[src/rtl/jk_excitation_counter.sv]
// Modulo-MOD up/down counter built from JK flip-flops: the next state D is
// computed per bit, encoded to J/K excitation, then applied by a JK update.
module jk_excitation_counter #(
  parameter int WIDTH = 4,
  parameter int MOD   = 10
) (
  input  logic             clk,
  input  logic             reset,
  input  logic             en,
  input  logic             up_dn,
  input  logic             load,
  input  logic [WIDTH-1:0] load_val,
  output logic [WIDTH-1:0] q,
  output logic [WIDTH-1:0] qbar,
  output logic [WIDTH-1:0] j_out,
  output logic [WIDTH-1:0] k_out,
  output logic             tc,
  output logic             load_err
);

  localparam logic [WIDTH-1:0] LAST = WIDTH'(MOD - 1);

  // Wrap is at MOD, not 2**WIDTH; out-of-range states recover to the wrap target.
  function automatic logic [WIDTH-1:0] count_up(input logic [WIDTH-1:0] v);
    if (v >= LAST) count_up = '0;
    else           count_up = v + 1'b1;
  endfunction

  function automatic logic [WIDTH-1:0] count_dn(input logic [WIDTH-1:0] v);
    if (v == '0 || v > LAST) count_dn = LAST;
    else                     count_dn = v - 1'b1;
  endfunction

  function automatic logic jk_bit(input logic qi, input logic ji, input logic ki);
    case ({ji, ki})
      2'b00:   jk_bit = qi;
      2'b01:   jk_bit = 1'b0;
      2'b10:   jk_bit = 1'b1;
      default: jk_bit = ~qi;
    endcase
  endfunction

  logic [WIDTH-1:0] d;
  logic [WIDTH-1:0] q_nxt;
  logic             load_rej;

  always_comb begin
    d        = q;
    load_rej = 1'b0;
    if (load) begin
      if (load_val <= LAST) d = load_val;
      else                  load_rej = 1'b1;
    end else if (en) begin
      d = up_dn ? count_up(q) : count_dn(q);
    end
  end

  assign j_out = ~q & d;
  assign k_out = q & ~d;
  assign qbar  = ~q;
  assign tc    = en & ~load & (up_dn ? (q == LAST) : (q == '0));

  always_comb begin
    q_nxt = q;
    for (int i = 0; i < WIDTH; i++) begin
      q_nxt[i] = jk_bit(q[i], j_out[i], k_out[i]);
    end
  end

  // State register: JK-updated state and the rejected-load pulse.
  always_ff @(posedge clk) begin
    if (reset) begin
      q        <= '0;
      load_err <= 1'b0;
    end else begin
      q        <= q_nxt;
      load_err <= load_rej;
    end
  end

endmodule

[config.mk]
export PLATFORM = sky130hd
export DESIGN_NAME = jk_excitation_counter
export DESIGN_NICKNAME = d
export VERILOG_FILES = /design/src/rtl/jk_excitation_counter.sv
export SDC_FILE = /design/constraint.sdc
export NUM_CORES = 1
export LEC_CHECK = 0
export ABC_AREA = 1
export BUFFER_PORTS_ARGS = -buffer_cell sky130_fd_sc_hd__clkbuf_2
export CORE_MARGIN = 3
export CORE_UTILIZATION = 51
export CTS_CLUSTER_SIZE = 28
export DETAILED_ROUTE_END_ITERATION = 16
export GPL_ROUTABILITY_DRIVEN = 0
export HOLD_SLACK_MARGIN = 0.15
export PLACE_DENSITY_LB_ADDON = 0.25
export SKIP_CTS_REPAIR_TIMING = 1
export SLEW_MARGIN = 10
export SYNTH_ARGS = -nofsm -noshare
export SYNTH_HDL_FRONTEND = slang
export SYNTH_SLANG_ARGS = --single-unit
export TNS_END_PERCENT = 30
[constraint.sdc]
create_clock -name clk -period 4.5 [get_ports clk]
set_input_delay 0.45 -clock clk [delete_from_list [all_inputs] [get_ports clk]]
set_output_delay 0.45 -clock clk [all_outputs]
set_load 0.005 [all_outputs]
Word level (Yosys, flattened, before mapping)

Index checks and enable logic that the tools add are counted.

Output and inout bits: 18
Latch bits: 0
Memory bits (writable): 0
Memory bits (read-only): 0
Input port bits: 9
Flip-flop bits (word level): 5
Memories kept: 0
Word-level logic and storage cells: 49

Shift operators: 0
Multiplexer cells: 12
$mul: 0
Equality and inequality tests: 9
Add/subtract/negate cells: 2
Reduce and logical (&&, ||, !) cells: 7
Bitwise logic cells: 11
Order comparisons: 3
Divide/modulo/power cells: 0

Operator list:

| cell                                                  | count |
|---|---|
| 2-to-1 mux 4 bit                                      | 6 |
| one-hot mux 1 bit (3 select lines)                    | 4 |
| AND 4 bit                                             | 2 |
| == test 2 x 1 -> 1 bit (second input constant)        | 4 |
| == test 2 bit (second input constant)                 | 4 |
| logical NOT 2 bit                                     | 4 |
| NOT 4 bit                                             | 2 |
| NOT 1 bit                                             | 5 |
| adder 4 x 1 -> 4 bit (second input constant)          | 1 |
| == test 4 bit (second input constant)                 | 1 |
| >= comparator 4 bit (second input constant)           | 1 |
| greater-than comparator 4 bit (second input constant) | 1 |
| <= comparator 4 bit (second input constant)           | 1 |
| logical NOT 4 bit                                     | 1 |
| subtractor 4 x 1 -> 4 bit (second input constant)     | 1 |
| AND 1 bit                                             | 2 |
| 2-to-1 mux 1 bit                                      | 2 |
| OR reduction 2 bit                                    | 1 |
| logical OR 1 bit                                      | 1 |

Logic depth before layout (Yosys ltp)

Gate-level depths: netlist of the first run.

Word-level depth: 10
Gate-level depth with buffers: 14
Depth with buffers taken out: 14

Worst setup path before layout of the first run

Ideal clock, no wire load.

Path kind: register to output
Start: register q[0]
End: output j_out[0]
Cell stages (with the launch flop): 12
Path buffers: 0
Arrival: 1.592 ns
Slack: 2.458 ns
Data required time: 4.050 ns
Cell sequence: dfxtp_1 inv_1 ha_1 nand2_2 nand2_1 nand2_1 nand2_1 nand2_1 nand2_1 o21ai_2 inv_2 ha_1

Elaborated cells between the ends (all ways): 14
Those cells by class: 2 x add/sub; 2 x order compare; 6 x mux; 2 x bitwise; 2 x reduce/logical

RTL lines:

| item                   | RTL line | source |
|---|---|---|
| start, declared        | 13       | `output logic [WIDTH-1:0] q,` |
| start signal, assigned | 76       | `q <= q_nxt;` |
| NOT 4 bit              | --       |  |
| net qbar[0]            | 14       | `output logic [WIDTH-1:0] qbar,` |
| AND 4 bit              | 58       | `assign j_out = ~q & d;` |
| end, declared          | 15       | `output logic [WIDTH-1:0] j_out,` |

The timed path passes the listed nets, and every way through them passes these cells.

Final worst setup path of the first run

Start: register q[0]
End: output j_out[0]

Cells in the longest elaborated chain, start to end: 7
Elaborated cells between the ends (all ways): 14
Those cells by class: 2 x add/sub; 2 x order compare; 6 x mux; 2 x bitwise; 2 x reduce/logical

Ends and longest elaborated chain:

| item                                                               | RTL line | source |
|---|---|---|
| greater-than comparator 4 bit or logical NOT 4 bit (tied branches) | 30       | `if (v == '0 \|\| v > LAST) count_dn = LAST;` |
| logical OR 1 bit                                                   | 30       |  |
| 2-to-1 mux 4 bit                                                   | 30       |  |
| 2-to-1 mux 4 bit                                                   | 54       | `d = up_dn ? count_up(q) : count_dn(q);` |
| 2-to-1 mux 4 bit                                                   | 53       | `end else if (en) begin` |
| 2-to-1 mux 4 bit                                                   | 50       | `if (load) begin` |
| AND 4 bit (*)                                                      | 58       |  |

Every way passes the cells marked *; elsewhere a longest branch is shown, timed or not.

==> results by group, run 1 <==
Status
  • Result of the run: complete, no violations

Synthesis
  • FF+latch count, synth: 5
  • Synthesized instance count: 108
  • Ys Warns: 0
  • Sequential area share after synthesis: ~14%
  • Mapped Nets: 133
  • Number of flops mapped to enable cells by yosys: 0
  • Area leader, netlist: ha_1
  • Yosys top cell area share: 28.07%
  • Asr flop ratio synth: 0%
  • Synth top area cells: ha_1, nand2_1, dfxtp_1
  • Netlist Area Pre-Place: 713.2 um^2
  • Post-synth top flop: dfxtp_1
  • Unique masters post-synth: 19
  • Syn_area_per_cell: 6.604 um^2

Route
  • DRC: 0
  • DR iter-0 viols: 22
  • DRT Wirelength: 1740 um
  • Antenna Nets Post-Route: 0
  • Vias per inst: 5.258
  • Pre-Repair DR Iteration Count: 4
  • Vias post-DR: 794
  • Wire length per cell: 11.52 um

Timing
  • Finish-stage setup viols: 0
  • Slew Viols, Final: 0
  • Worst Max-Slew Pin Slew: 0.4068 ns
  • RSZ-0062 raised after global routing: false
  • Clk_skew: 0.001669 ns
  • Final hold violation count: 0
  • Slew margin rel.: 72.70%
  • Fmax: 387.8 MHz
  • Setup TNS: 0 ns
  • Fin crit period: 2.578 ns
  • Period utilisation layout: 57.30%
  • Fin worst setup slack: 1.922 ns

Placement
  • DP Wirelength: 1417 um
  • Placed cell area: 855.8 um^2
  • Pre-CTS setup slack: 2.200 ns
  • IO buf count: 26

Global routing
  • Pin count of the biggest net entering global routing: 10
  • Total grt overflow: 0
  • Vias in the first global route: 736
  • Initial antenna violation count: 0
  • Global-route wire length before repair: between 2000 and 3000 um
  • Tot GR Track Use: 20.86%

Floorplanning
  • Rows: 12
  • Core area: 0.001201 mm^2
  • Die area: 0.001883 mm^2
  • Die X: 43.40 um
  • Initial Util: about three fifths
  • DIE HEIGHT: 43.40 um
  • Num ports: 27

Setup path
  • Startpoint types: register
  • Worst EP arrival: roughly 2.1 ns
  • Setup CP Type: register to output port
  • Crit end category: output port
  • WP data required: 4.05 ns
  • Crit Path Max Fanout: 9

Pwr
  • Psw: 0.2801 mW
  • Total power divided by cell area: approximately 600 mW/mm^2
  • Internal Dissipation: 0.2527 mW
  • Worst VDD drop: 464.8 uV
  • Clock share of power: 10.3%
  • Combinational power share: 71.4%
  • Net Sw Frac: 52.57%
  • Sequential power share: ~18%
  • PnR Total Power: 0.5328 mW
  • Leakage Power: about 0.5 nW

Run
  • Max-Cap Viols: 0

Clock network
  • CTS tree: done
  • Worst-skew pair later-pin latency: 0.25 ns
  • Num CTS Buffers: 3
  • Reg clk slew, reported paths: ~0.05 ns
  • CTS HTree Levels: 1
  • Maximum clock path buffer count: 2
  • CTS sink count: 5
  • Root Buffer: clkbuf_4

Final layout
  • Share of layout cells above drive strength 1: between 20 and 30%
  • Ant diodes: 0
  • Finished Cell Area: 882.1 um^2
  • Nets@finish: 163
  • Final core occ: between 70% and 80%
  • Area growth, synth to finish: 23.68%

Min path
  • Worst hold path type: input port to register
[logic make-up (layout without fill, tap and decap cells)]
kind of cell	count (synthesis)	count (layout)	share of synthesized area (%)
AND/OR/NAND/NOR	52	52	32.81
AO/OA/AOI/OAI	21	21	17.54
flip-flops	5	5	14.04
buffers and inverters	14	43	7.544
adder cells (fa/ha/maj)	16	16	28.07
[critical path, cell delays in order, from the launching register on]
cell and delay (ns):
dfxtp_1 0.45, inv_1 0.20, ha_1 0.27, nand2_2 0.08, nand2_1 0.07, nand2_1 0.09
nand2_1 0.07, nand2_1 0.06, nand2_1 0.07, o21ai_2 0.18, inv_2 0.04, ha_1 0.19
clkbuf_2 0.12
[registers in the layout, indices dropped and copies added, names as in the netlist]
signal	count
q	4
load_err	1
[synthesized netlist by cell type, types with 2 or more instances]
master	number
nor2_1	6
nor3_1	5
nand2_2	3
a21oi_1	10
a211oi_1	4
inv_2	3
inv_1	10
nand2_1	27
dfxtp_1	5
ha_1	16
o21ai_0	3
nand3_1	8
nand3_2	2
[layout by cell type, fill, tap and decap left out]
cell type,Yosys,layout
a211oi_1,4,4
a21boi_0,1,1
a21oi_1,10,10
a21oi_2,1,1
clkbuf_1,0,1
clkbuf_2,1,26
clkbuf_4,0,3
dfxtp_1,5,5
ha_1,16,16
inv_1,10,10
inv_2,3,3
nand2_1,27,27
nand2_2,3,3
nand3_1,8,8
nand3_2,2,2
nand4_1,1,1
nor2_1,6,6
nor3_1,5,5
o21ai_0,3,3
o21ai_1,1,1
o21ai_2,1,1
[power by group through the flow]
stage          Clock, mW  Sequential, mW  Combinational (mW)
2_1_floorplan          0          0.0934               0.264
3_3_place_gp           0          0.0972               0.365
3_5_place_dp           0          0.0978               0.378
4_1_cts           0.0569          0.0969               0.382
5_1_grt           0.0597           0.102               0.436
6_report          0.0551          0.0973               0.380
[layout make-up]
class                      count  area (um^2)
sequential                     5        100.1
timing repair buffer          26        130.1
multi-input combinational     89        559.3
fill                         105        319.1
tap                           14        17.52
clock buffer                   4        26.28
inverter                      13        48.80
[per-layer routing]
metal  GRT usage (%)  share of wire [%]  up-vias
met2           35.40                 49       29
met4           6.024                  0        0
li1                -                  -      420
met5               0                  0        -
met1           24.32                 43      345
met3           7.884                8.3        0
[through the flow]
stage          hold slack [ns]  cells
6_report                0.4720    151
5_1_grt                 0.4774    151
4_1_cts                 0.4697    151
3_5_place_dp            0.7019    147
3_3_place_gp            0.6883    147
2_1_floorplan           0.5268    108
[worst paths after layout]
path / startpoint / to / slack (ns) / cells after the start
setup / recovery: q[0]$_SDFFE_PP0P_ / j_out[0] / 1.92 / 12
hold / removal: reset / q[1]$_SDFFE_PP0P_ / 0.47 / 2
setup reg to reg: q[0]$_SDFFE_PP0P_ / q[0]$_SDFFE_PP0P_ / 2.31 / 12
hold reg to reg: q[2]$_SDFFE_PP0P_ / q[2]$_SDFFE_PP0P_ / 0.72 / 2
Note: power is estimated with default switching activity, not from simulation.
==> run 2: changes to the inputs <==
--- a/config.mk
+++ b/config.mk
@@ -8,7 +8,7 @@
 export ABC_AREA = 1
 export BUFFER_PORTS_ARGS = -buffer_cell sky130_fd_sc_hd__clkbuf_2
 export CORE_MARGIN = 3
-export CORE_UTILIZATION = 51
+export CORE_UTILIZATION = 48
 export CTS_CLUSTER_SIZE = 28
 export DETAILED_ROUTE_END_ITERATION = 16
 export GPL_ROUTABILITY_DRIVEN = 0
==> constraint.sdc (replaced) <==
create_clock -name clk -period 2.45 [get_ports clk]
set_input_delay 0.245 -clock clk [delete_from_list [all_inputs] [get_ports clk]]
set_output_delay 0.245 -clock clk [all_outputs]
set_load 0.005 [all_outputs]
==> run 2 against run 1 <==
  * Clock-buffer cell count unchanged
  * Combinational power up 92%
  * Core utilization is 7.4 points lower
  * Total power increased by 88%
  * Critical path depth is 1 higher
  * Non-clock buffer count up 1
  * Cell count grew 1.3%
  * First-iteration DRC count increased by 9.1%
  * Register-to-register slack worse by 2.0 ns
  * Setup slack worse by 1.7 ns
  * Critical path type unchanged
  * Critical endpoint is now k_out[3]
==> results by group, run 2 (synthesis gave the netlist of run 1 again) <==
Route
  • DRT Wirelength: 1857 um (was 1740 um)
  • Vias post-DR: 830 (was 794)
  • Antenna Nets Post-Route: 0 (unchanged)
  • DR iter-0 viols: 24 (was 22)
  • Pre-Repair DR Iteration Count: 5 (was 4)
  • Vias per inst: 5.425 (was 5.258)
  • Wire length per cell: 12.14 um (was 11.52 um)
  • DRC: 0 (unchanged)

Timing
  • Fin worst setup slack: 0.2249 ns (was 1.922 ns)
  • Final hold slack: 0.2674 ns (was 0.4720 ns)
  • Fmax: 449.4 MHz
  • Final hold violation count: 0 (unchanged)
  • Slew margin rel.: 73.86% (was 72.70%)
  • Worst Max-Slew Pin Slew: 0.3894 ns (was 0.4068 ns)
  • Fin crit period: 2.225 ns
  • Setup TNS: 0 ns (unchanged)
  • Slew Viols, Final: 0 (unchanged)
  • Finish-stage setup viols: 0 (unchanged)
  • RSZ-0062 raised after global routing: false (unchanged)
  • Period utilisation layout: 90.82%
  • Clk_skew: 0.004287 ns (was 0.001669 ns)

Final layout
  • Max reg flops: 4 (unchanged)
  • Commonest non-fill, non-tap cells in the layout: nand2_1, clkbuf_2, ha_1, a21oi_1, inv_1 (was nand2_1, clkbuf_2, ha_1, inv_1, a21oi_1)
  • Fill cells: 130 (was 105)
  • Top flop regs: q (4), load_err (1) (unchanged)
  • Share of layout cells above drive strength 1: 30.43% (was 28.47%)
  • Ant diodes: 0 (unchanged)
  • Multi-input logic area: 559.3 um^2 (unchanged)
  • Area growth, synth to finish: 25.09% (was 23.68%)
  • FF+latch area: 101.3 um^2 (was 100.1 um^2)
  • Top reg by flops: q (unchanged)
  • Final core occ: 66.08% (was 73.44%)
  • Nets@finish: 164 (was 163)
  • Most common cell after layout, fill and taps aside: nand2_1 (unchanged)

Placement
  • IO buf count: 26 (unchanged)
  • DP Wirelength: 1442 um (was 1417 um)
  • Pre-CTS setup slack: 0.2879 ns (was 2.200 ns)

Pwr
  • Sequential power share: 17.3% (was 18.3%)
  • Psw: 0.5269 mW (was 0.2801 mW)
  • Total power divided by cell area: 1124 mW/mm^2 (was 604.0 mW/mm^2)
  • Internal Dissipation: 0.4755 mW (was 0.2527 mW)
  • Clock share of power: 10.1% (was 10.3%)
  • Combinational power share: 72.6% (was 71.4%)
  • Worst VDD drop: 535.7 uV (was 464.8 uV)
  • Leakage Power: 0.5120 nW (was 0.5069 nW)
  • Net Sw Frac: 52.56% (was 52.57%)

Run
  • Max-Cap Viols: 0 (unchanged)

Floorplanning
  • DIE HEIGHT: 44.55 um (was 43.40 um)
  • Core area: 0.001350 mm^2 (was 0.001201 mm^2)
  • Die area: 0.001984 mm^2 (was 0.001883 mm^2)
  • Num ports: 27 (unchanged)
  • Rows: 13 (was 12)
  • Initial Util: 52.83% (was 59.38%)
  • Die X: 44.55 um (was 43.40 um)

Clock network
  • CTS sink count: 5 (unchanged)
  • Maximum clock path buffer count: 2 (unchanged)
  • Worst-skew pair later-pin latency: 0.25 ns (about the same)
  • CTS HTree Levels: 1 (unchanged)
  • Reg clk slew, reported paths: 0.05 ns (about the same)
  • Root Buffer: clkbuf_4 (unchanged)
  • Num CTS Buffers: 3 (unchanged)
  • CTS tree: done (unchanged)

Status
  • Result of the run: complete, no violations (unchanged)

Setup path
  • Crit end category: output port (unchanged)
  • Setup CP Type: register to output port (unchanged)
  • Worst EP arrival: 1.98 ns (was 2.13 ns)
  • WP data required: 2.20 ns (was 4.05 ns)
  • Startpoint types: register (unchanged)
  • Crit Path Max Fanout: 9 (unchanged)

Global routing
  • Tot GR Track Use: 19.16% (was 20.86%)
  • Global-route wire length before repair: 2856 um (was 2973 um)
  • Initial antenna violation count: 0 (unchanged)
  • Total grt overflow: 0 (unchanged)
  • Pin count of the biggest net entering global routing: 10 (unchanged)
  • Vias in the first global route: 698 (was 736)

Min path
  • Worst hold path type: input port to register (unchanged)
[run 2: path summary, 6_finish.rpt]
kind	from	to	slack, ns	cells after the start
hold / removal	reset	q[3]$_SDFFE_PP0P_	0.27	2
hold reg to reg	q[1]$_SDFFE_PP0P_	q[1]$_SDFFE_PP0P_	0.64	2
setup reg to reg	q[0]$_SDFFE_PP0P_	q[3]$_SDFFE_PP0P_	0.35	14
setup / recovery	q[0]$_SDFFE_PP0P_	k_out[3]	0.22	13
[run 2: power by group through the flow]
stage,registers (mW),logic [mW],clock network [mW]
2_1_floorplan,0.172,0.486,0
3_3_place_gp,0.166,0.699,0
3_5_place_dp,0.170,0.718,0
4_1_cts,0.169,0.726,0.104
5_1_grt,0.179,0.820,0.111
6_report,0.173,0.728,0.101
[run 2: critical path: stages (launching register included)]
cell	delay, ns
dfxtp_1	0.30
inv_1	0.21
ha_1	0.24
nand2_2	0.07
nand2_1	0.08
nand2_1	0.09
nand2_1	0.09
nand2_1	0.05
nor2_1	0.09
nand2_1	0.09
nand2_1	0.07
nand2_1	0.07
ha_1	0.18
clkbuf_2	0.10
[run 2: layout make-up]
cell class,instances,area share (%)
sequential,5,11.36
multi-input combinational,89,62.69
timing repair buffer,27,15.43
inverter,13,5.470
clock buffer,4,2.945
tap,15,2.104
[run 2: per-stage QoR]
stage | power, mW | instances | cell area (um^2)
floorplan | 0.6572 | 108 | 713.2
global placement | 0.8650 | 149 | 864.6
detailed placement | 0.8882 | 149 | 864.6
CTS | 0.9990 | 153 | 890.9
global route | 1.109 | 153 | 892.1
finish | 1.002 | 153 | 892.1
[run 2: layer usage]
layer  wire length (um)  global-route usage, %  vias up
li1                   -                      -      420
met1                798                  23.37      369
met2                878                  31.81       35
met3                144                  4.472        6
met4                 36                  7.831        0
met5                  0                      0        -
==> run 3: changes to the inputs <==
--- a/config.mk
+++ b/config.mk
@@ -8,12 +8,14 @@
 export ABC_AREA = 1
 export BUFFER_PORTS_ARGS = -buffer_cell sky130_fd_sc_hd__clkbuf_2
 export CORE_MARGIN = 3
-export CORE_UTILIZATION = 48
+export CORE_UTILIZATION = 50
+export CTS_BUF_LIST = sky130_fd_sc_hd__clkbuf_8
 export CTS_CLUSTER_SIZE = 28
 export DETAILED_ROUTE_END_ITERATION = 16
 export GPL_ROUTABILITY_DRIVEN = 0
 export HOLD_SLACK_MARGIN = 0.15
 export PLACE_DENSITY_LB_ADDON = 0.25
+export RECOVER_POWER = 50
 export SKIP_CTS_REPAIR_TIMING = 1
 export SLEW_MARGIN = 10
 export SYNTH_ARGS = -nofsm -noshare
==> run 3 against run 2 <==
  * Critical path depth down 1
  * Hold slack better by 0.025 ns
  * Setup slack worse by 0.029 ns
  * Global-route usage up 6.0 points
  * Clock power up 56%
  * Sequential power about the same
  * Cell count down 0.65%
  * Clock-buffer cell count down 1
  * Via count up 0.96%
  * Register-to-register slack worse by 0.11 ns
  * Largest cell class unchanged
  * Largest power group unchanged
==> results by group, run 3 (synthesis gave the netlist of run 1 again) <==
Floorplanning
  • Die area: 0.001915 mm^2 (was 0.001984 mm^2)
  • Num ports: 27 (unchanged)
  • Core area: 0.001216 mm^2 (was 0.001350 mm^2)
  • Die X: 43.77 um (was 44.55 um)
  • Rows: 12 (was 13)
  • DIE HEIGHT: 43.77 um (was 44.55 um)
  • Initial Util: 58.64% (was 52.83%)

Pwr
  • Net Sw Frac: 51.31% (was 52.56%)
  • Total power divided by cell area: 1167 mW/mm^2 (was 1124 mW/mm^2)
  • Worst VDD drop: 671.7 uV (was 535.7 uV)
  • Combinational power share: 68.6% (was 72.6%)
  • Leakage Power: 0.5152 nW (was 0.5120 nW)
  • Sequential power share: 16.4% (was 17.3%)
  • PnR Total Power: 1.050 mW (was 1.002 mW)
  • Internal Dissipation: 0.5112 mW (was 0.4755 mW)
  • Clock share of power: 15.0% (was 10.1%)
  • Psw: 0.5387 mW (was 0.5269 mW)

Clock network
  • Reg clk slew, reported paths: 0.04 ns (was 0.05 ns)
  • Worst-skew pair later-pin latency: 0.23 ns (was 0.25 ns)
  • Num CTS Buffers: 3 (unchanged)
  • CTS tree: done (unchanged)
  • CTS sink count: 5 (unchanged)
  • Maximum clock path buffer count: 2 (unchanged)
  • CTS HTree Levels: 1 (unchanged)
  • Root Buffer: clkbuf_8 (was clkbuf_4)

Min path
  • Min-delay src: reset (unchanged)
  • Worst hold path type: input port to register (unchanged)

Timing
  • Worst Max-Slew Pin Slew: 0.7002 ns (was 0.3894 ns)
  • RSZ-0062 raised after global routing: false (unchanged)
  • Clk_skew: 0.002919 ns (was 0.004287 ns)
  • Fmax: 443.7 MHz (was 449.4 MHz)
  • Final hold slack: 0.2920 ns (was 0.2674 ns)
  • Slew margin rel.: 52.83% (was 73.86%)
  • Finish-stage setup viols: 0 (unchanged)
  • Period utilisation layout: 91.99% (was 90.82%)
  • Fin crit period: 2.254 ns (was 2.225 ns)
  • Setup TNS: 0 ns (unchanged)
  • Final hold violation count: 0 (unchanged)
  • Slew Viols, Final: 0 (unchanged)

Setup path
  • Crit Path Max Fanout: 6 (was 9)
  • Worst EP arrival: 2.01 ns (was 1.98 ns)
  • Worst Path Buf+Inv: 3 (was 2)
  • Worst path max stage delay: 0.31 ns (was 0.30 ns)
  • R2r setup slk: 0.24 ns (was 0.35 ns)
  • Worst r2r src: q[1]$_SDFFE_PP0P_ (was q[0]$_SDFFE_PP0P_)
  • Setup CP Type: register to output port (unchanged)
  • Worst path most repeated cell: nand2_1 (unchanged)
  • Startpoint types: register (unchanged)
  • Slowest-stage cell, CP: dfxtp_1 (unchanged)
  • CP top delay family: simple AND/OR/NAND/NOR gates (unchanged)
  • Crit path from: q[0]$_SDFFE_PP0P_ (unchanged)
  • CP Cell Sequence: clkbuf_1 -> ha_1 -> nand3_2 -> nand3_1 -> nand3_1 -> nand2_1 -> nand2_1 -> nand2_1 -> nand2_1 -> inv_1 -> ha_1 -> clkbuf_2 (was inv_1 -> ha_1 -> nand2_2 -> nand2_1 -> nand2_1 -> nand2_1 -> nand2_1 -> nor2_1 -> nand2_1 -> nand2_1 -> nand2_1 -> ha_1 -> clkbuf_2)
  • Crit end category: output port (unchanged)
  • WP data required: 2.20 ns (about the same)

Final layout
  • Share of layout cells above drive strength 1: 26.09% (was 30.43%)
  • Finished Cell Area: 899.6 um^2 (was 892.1 um^2)
  • Top reg by flops: q (unchanged)
  • Area growth, synth to finish: 26.14% (was 25.09%)
  • Top flop regs: q (4), load_err (1) (unchanged)
  • Commonest non-fill, non-tap cells in the layout: nand2_1, clkbuf_2, ha_1, inv_1, a21oi_1 (was nand2_1, clkbuf_2, ha_1, a21oi_1, inv_1)
  • Max reg flops: 4 (unchanged)
  • Fill cells: 105 (was 130)
  • Nets@finish: 164 (unchanged)
  • Finished Layout Cells: 152 (was 153)
  • Ant diodes: 0 (unchanged)
  • Most common cell after layout, fill and taps aside: nand2_1 (unchanged)

Route
  • Wire length per cell: 13.09 um (was 12.14 um)
  • Metal2 WL: 939 um (was 878 um)
  • Antenna Nets Post-Route: 0 (unchanged)
  • Vias per inst: 5.513 (was 5.425)
  • Vias post-DR: 838 (was 830)
  • DRT Wirelength: 1989 um (was 1857 um)
  • Pre-Repair DR Iteration Count: 5 (unchanged)
  • Met3 WL post-DR: 154 um (was 144 um)
  • Routed met1 length: 857 um (was 798 um)
  • Top Layer Used: met4 (unchanged)
  • DR iter-0 viols: 28 (was 24)
  • DRC: 0 (unchanged)

Run
  • Max-Cap Viols: 0 (unchanged)

Global routing
  • Initial antenna violation count: 0 (unchanged)
  • Vias in the first global route: 809 (was 698)
  • Tot GR Track Use: 25.19% (was 19.16%)
  • Global-route wire length before repair: 3594 um (was 2856 um)
  • Total grt overflow: 0 (unchanged)
  • Pin count of the biggest net entering global routing: 10 (unchanged)

Placement
  • DP Wirelength: 1529 um (was 1442 um)
  • Placed cells: 148 (was 149)
  • Placed cell area: 863.3 um^2 (was 864.6 um^2)
  • IO buf count: 26 (unchanged)

Status
  • Result of the run: complete, no violations (unchanged)
==> run 3: cell type report <==
type | instances | area [um^2] | share of cell area [%]
flip-flops and latches | 5 | 101.3 | 11.27
clock inverters | 1 | 3.754 | 0.4172
repair buffers | 27 | 132.6 | 14.74
well taps | 14 | 17.52 | 1.947
multi-input cells | 89 | 554.3 | 61.61
inverters | 13 | 48.80 | 5.424
clock buffers | 3 | 41.29 | 4.590
==> run 3: routing by layer <==
layer / vias up / track usage, %
met5: - / 0
met4: 0 / 13.25
met3: 4 / 7.054
met2: 36 / 39.83
met1: 376 / 30.51
li1: 422 / -
==> run 3: worst register-to-register path, cell delays in order, from the launching register on <==
cell,delay (ns)
dfxtp_2,0.35
inv_1,0.20
ha_1,0.23
nand2_2,0.07
nand2_1,0.09
nand2_1,0.08
nand2_1,0.10
nand2_1,0.06
nor2_1,0.08
nand2_1,0.09
nand2_1,0.06
nand2_1,0.07
ha_1,0.31
nor3_1,0.21
a211oi_1,0.09
==> run 3: power groups by stage <==
stage | sequential (mW) | combinational, mW | clock, mW
5_1_grt | 0.180 | 0.830 | 0.168
3_3_place_gp | 0.166 | 0.697 | 0
3_5_place_dp | 0.171 | 0.724 | 0
4_1_cts | 0.172 | 0.737 | 0.161
6_report | 0.172 | 0.720 | 0.158
2_1_floorplan | 0.172 | 0.486 | 0
==> run 3: final timing paths <==
kind                             to  depth (start not counted)
setup reg to reg  q[3]$_SDFFE_PP0P_                         14
hold reg to reg   q[0]$_SDFFE_PP0P_                          2
setup / recovery           j_out[1]                         12
hold / removal    q[1]$_SDFFE_PP0P_                          2
==> run 3: through the flow <==
stage / utilization, % / setup slack, ns
final: 73.97 / 0.1961
after global routing: 73.97 / 0.03104
after CTS: 74.69 / 0.1023
after detailed placement: 70.99 / 0.2894
after global placement: 70.99 / 0.3854
after floorplan: - / 0.4630
